===== src/rtl/instr_fetch_unit.sv =====
// Instruction fetch unit: requests instructions from memory, decodes the fixed fields,
// resolves JMP/HALT locally and hands every other instruction to the control unit.
`timescale 1ns/1ps
module instr_fetch_unit #(
    parameter int PC_W    = 4,
    parameter int INSTR_W = 8
) (
    input  logic               clk,
    input  logic               rst_n,
    input  logic               en,
    output logic               imem_req,
    output logic [PC_W-1:0]    imem_addr,
    input  logic               imem_ack,
    input  logic [INSTR_W-1:0] imem_data,
    output logic               out_valid,
    input  logic               out_ready,
    output logic [2:0]         opcode,
    output logic [1:0]         rd,
    output logic [1:0]         rs,
    output logic [PC_W-1:0]    pc_out,
    output logic               halted
);

    typedef enum logic [1:0] {
        IDLE,
        REQ,
        ISSUE,
        HALT
    } state_t;

    localparam logic [2:0] OP_JMP  = 3'b110;
    localparam logic [2:0] OP_HALT = 3'b111;
    localparam int         JMP_W   = (PC_W < 4) ? PC_W : 4;

    state_t              state;
    state_t              state_next;
    logic [PC_W-1:0]     pc;
    logic [PC_W-1:0]     jmp_target;
    logic [INSTR_W-1:0]  ir;
    logic [2:0]          fetched_op;
    logic                fetch_done;
    logic                issue_done;
    logic                unused_bits;

    assign fetched_op = imem_data[7:5];
    assign fetch_done = (state == REQ) && imem_ack;
    assign issue_done = (state == ISSUE) && out_ready;

    // JMP target is the low nibble of the instruction, resized to the PC width
    always_comb begin
        jmp_target              = '0;
        jmp_target[JMP_W-1:0]   = imem_data[JMP_W-1:0];
    end

    always_ff @(posedge clk or negedge rst_n) begin
        if (!rst_n) begin
            state <= IDLE;
        end else begin
            state <= state_next;
        end
    end

    always_comb begin
        state_next = state;
        case (state)
            IDLE: begin
                if (en) begin
                    state_next = REQ;
                end
            end
            REQ: begin
                if (imem_ack) begin
                    case (fetched_op)
                        OP_HALT: state_next = HALT;
                        OP_JMP:  state_next = REQ;
                        default: state_next = ISSUE;
                    endcase
                end
            end
            // en is only consulted here, so dropping it never aborts a transaction
            ISSUE: begin
                if (out_ready) begin
                    state_next = en ? REQ : IDLE;
                end
            end
            HALT: begin
                state_next = HALT;
            end
            default: begin
                state_next = IDLE;
            end
        endcase
    end

    always_ff @(posedge clk or negedge rst_n) begin
        if (!rst_n) begin
            pc     <= '0;
            ir     <= '0;
            pc_out <= '0;
        end else begin
            if (fetch_done) begin
                ir     <= imem_data;
                pc_out <= pc;
                if (fetched_op == OP_JMP) begin
                    pc <= jmp_target;
                end
            end
            if (issue_done) begin
                pc <= pc + 1'b1;
            end
        end
    end

    // Outputs decode the state directly so reset clears them without waiting for a clock
    assign imem_req  = (state == REQ);
    assign out_valid = (state == ISSUE);
    assign halted    = (state == HALT);
    assign imem_addr = pc;
    assign opcode    = ir[7:5];
    assign rd        = ir[4:3];
    assign rs        = ir[2:1];

    assign unused_bits = ^ir;

endmodule


===== config.mk =====
export PLATFORM = sky130hd
export DESIGN_NAME = instr_fetch_unit
export DESIGN_NICKNAME = d
export VERILOG_FILES = /design/src/rtl/instr_fetch_unit.sv
export SDC_FILE = /design/constraint.sdc
export NUM_CORES = 1
export LEC_CHECK = 0
export CAP_MARGIN = 40
export CORE_MARGIN = 2
export CORE_UTILIZATION = 44
export DETAILED_ROUTE_END_ITERATION = 6
export HOLD_SLACK_MARGIN = 0.12
export PLACE_DENSITY = 0.82
export SYNTH_ARGS = -nofsm -noshare
export SYNTH_HDL_FRONTEND = slang
export SYNTH_SLANG_ARGS = --single-unit

===== constraint.sdc =====
create_clock -name clk -period 4.65 [get_ports clk]
set_clock_uncertainty 0.2 [all_clocks]
set_input_delay 0.465 -clock clk [delete_from_list [all_inputs] [get_ports clk]]
set_output_delay 0.465 -clock clk [all_outputs]
set_load 0.05 [all_outputs]

### Word-level counts from Yosys, hierarchy flattened

Index checks and enable logic that the tools add are counted.

* reduce and logical (&&, ||, !) cells: 7
* bitwise gates (word level): 0
* div/mod/pow operators: 0
* equal/unequal tests: 8
* magnitude comparators: 0
* multipliers: 0
* add/sub/neg operators: 1
* mux-type cells: 9
* shifts and indexed selects: 0

Operators by type and width (number)
* $mux 4: 3
* $pmux 2 s4: 1
* $eq 3x3->1 const B: 2
* $mux 2: 3
* $add 4x1->4 const B: 1
* $eq 2x2->1 const B: 2
* $ne 2x1->1 const B: 2
* $pmux 2 s2: 1
* $reduce_bool 2->1: 2
* $reduce_and 3->1: 1
* $eq 2x1->1 const B: 1
* $logic_and 1x1->1: 2
* $logic_not 2->1: 1
* $ne 2x2->1 const B: 1
* $reduce_and 2->1: 1
* $mux 1: 1

* bits in writable memories: 0
* latch bits: 0
* register bits after elaboration: 18
* output and inout bits: 18
* memories: 0
* ROM bits: 0
* input port bits: 13

### Logic depth before layout (Yosys ltp)

* depth after elaboration: 4
* depth in mapped cells: 5
* depth with buffers taken out: 4

### Worst setup path before layout

Ideal clock, no wire load.

* path type: register -> output
* from: register state[0]
* to: output port halted
* arrival: 1.176 ns
* required time: 3.985 ns
* cell stages (with the launch flop): 3
* slack: 2.809 ns
* cell sequence: dfrtp_1 > inv_1 > nor2_1

* word-level cells in the longest chain between the ends: 1

RTL lines
* start, declared: RTL line 35 `state_t state;`
* start signal, assigned: RTL line 59 `state <= state_next;`
* $eq 2x2->1: RTL line 117 `assign halted = (state == HALT);`
* end, declared: RTL line 21 `output logic halted`

Every way passes these cells.

### Final worst setup path

Same ends and word-level chain as after synthesis.

==> impl_metrics.csv <==
group,metric,value,unit
run_status,status,"finished clean",
floorplanning,core-area,1670,µm²
floorplanning,die_area,2080,µm²
clocking,numCtsBuffers,3,
clocking,worstSkewPairLatency,290,ps
clocking,postCtsSetupRepairBufs,0,
synthesis,yosys_warnings,0,
placed_design,place_hpwl,1190,µm
cells_and_area,final_cell_mix,"clkdlybuf4s50_1 (30), dfrtp_1 (17), mux2_2 (9)",
cells_and_area,mostFrequentLayoutCell,"clkdlybuf4s50_1",
critical_path,cp_num_cells,3,
floorplanning,die_x,45.7,µm
floorplanning,start_util,45.7,%
routing,drt_iter0_drc,6,
hold_path,holdCritPathClass,"register to register",
routing,routedWlPerCell,13.7,µm
placed_design,gp_congestion,0.743,
routing,route.detailed.drc,0,
cells_and_area,area.growth.synth_to_final,44.3,%
clocking,cts_sinks,17,
routing,highest_layer,"met4",
routing,wl_met2,767,µm
critical_path,start_kind,"register",
floorplanning,io_pins,31,
floorplanning,rows,15,
critical_path,cp_max_fo,6,
job,max-cap-violations,0,
critical_path,reg2reg_slack,2890,ps
routing,wl_met1,671,µm
critical_path,crit_buf_inv,2,
synthesis,yosys.cell_types.count,24,
hold_path,worstHoldPathCells,2,
cells_and_area,drive_above_1_share,14.9,%
sta,min_period_over_period,52.9,%
grt,grt_antenna_before_repair,0,
sta,hold_violations,0,
clocking,root_buffer,"clkbuf_4",
routing,dr.pass1.iters,4,
grt,grt_use_total,17.1,%
clocking,cts_tree,"done",
critical_path,critPathKind,"register to output port",
sta,drv_slew,0,
sta,post-route-min-period,2460,ps
sta,relSlewSlack,51.1,%
cells_and_area,fill_cells,127,
critical_path,reg2reg_depth,4,
cells_and_area,antenna_cells,0,
cells_and_area,regArea,425,µm²
routing,wl_met3,66,µm
synthesis,syn-num-nets,76,
critical_path,crit_family,"buffers and inverters",
synthesis,synth_cells,62,
routing,viasPerCell,5.31,
routing,wl,1520,µm
placed_design,port-buffer-count,30,
sta,tightest_slew,731,ps
sta,setup_viol,0,
sta,timing.fmax,406,MHz
critical_path,cp.arrival,1800,ps
clocking,clockBufferDepth,2,
critical_path,slowest_stage,"clkdlybuf4s50_1",
floorplanning,die_h,45.7,µm
clocking,hold_buffers,0,
routing,ant_nets,0,
clocking,htree_levels,1,
clocking,post_cts_resized,0,
sta,rsz0062_at_grt,"false",
critical_path,cp-end-kind,"output port",
sta,setup-tns-final,0,ps
clocking,clk_pin_slew_worst_paths,90,ps
grt,grt_pass1_wl,2460,µm
cells_and_area,nets,109,
critical_path,cp_cell_sequence,"inv_1, nor2_1, clkdlybuf4s50_1",
cells_and_area,multi_input_area,313,µm²
synthesis,syn-cell-area,763,µm²
grt,grt_pass1_vias,542,
synthesis,yosysSeqAreaShare,55.7,%
grt,grt.overflow.total,0,
critical_path,cp.required,3980,ps
routing,dr_total_vias,589,
synthesis,ys_ff_latch,17,
synthesis,postSynthAreaPerCell,12.3,µm²
grt,grt_max_degree,18,
critical_path,cp_slowest_stage_delay,820,ps
## logic make-up after synthesis
family	synth area share [%]
and+or+nand+nor	13.6
buffers and inverters	3.28
AOI/OAI and AO/OA	10.0
DFF	55.7
xor gates and xnor gates	1.15
adders and majority gates	1.64
muxes	14.6
## per-stage QoR
| stage | worst slack (ps) | util [%] | instance area [µm²] | hold slack [ps] | cells |
|---|---|---|---|---|---|
| global route | 2090 | 65.9 | 1100 | 326 | 111 |
| global placement | 2420 | 64.3 | 1070 | 265 | 107 |
| finish | 2190 | 65.9 | 1100 | 283 | 111 |
| CTS | 2170 | 65.9 | 1100 | 293 | 111 |
| floorplan | 2810 | - | 763 | -30.6 | 62 |
| detailed placement | 2360 | 64.3 | 1070 | 270 | 107 |
## synthesized netlist by cell type
cell	n	share of area, %
dfrtp_1	17	56
mux2_2	9	13
nand2_1	5	2.5
inv_1	4	2.0
nor2_1	4	2.0
o21ai_0	4	2.6
and3_1	2	1.6
a21o_1	1	0.98
a21oi_1	1	0.66
a221o_1	1	1.3
a221oi_1	1	1.1
a22o_1	1	1.1
a22oi_1	1	0.98
a41oi_1	1	1.1
and3b_1	1	1.1
buf_2	1	0.66
clkbuf_2	1	0.66
ha_1	1	1.6
mux2i_1	1	1.3
nand2b_1	1	0.82
nand3b_4	1	2.6
nor2b_1	1	0.82
nor3_4	1	2.1
xor2_1	1	1.1
## flip-flops by register name (all words and copies together) (netlist names)
register / flops
ir: 7
state: 2
pc_out: 4
imem_addr: 4
## layout make-up
class / count / share of cell area [%]
clock buffer: 4 / 2.39
inverter: 4 / 1.36
multi-input combinational: 39 / 28.4
sequential: 17 / 38.6
tap: 17 / 1.93
timing repair buffer: 30 / 27.3
## worst min-delay path, delay by kind of cell (launching register included)
kind	cells	cell delay, ps
DFF	1	350
and+or+nand+nor	1	40
AOI/OAI and AO/OA	1	60
## final timing paths
path / start / end
min reg2reg: ir[3] / ir[3]
min in group asynchronous: rst_n / ir[3]
min: ir[3] / ir[3]
max: state[0] / halted
max reg2reg: state[1] / imem_addr[0]
max in group asynchronous: rst_n / ir[1]
## layer usage
layer / vias up / GRT usage (%)
met2: 20 / 27.0
li1: 285 / -
met5: - / 0
met4: 0 / 8.82
met1: 281 / 22.1
met3: 3 / 3.17
Power is not shown: default switching activity piles up to over one toggle a cycle in this logic, so the estimate is an artifact.
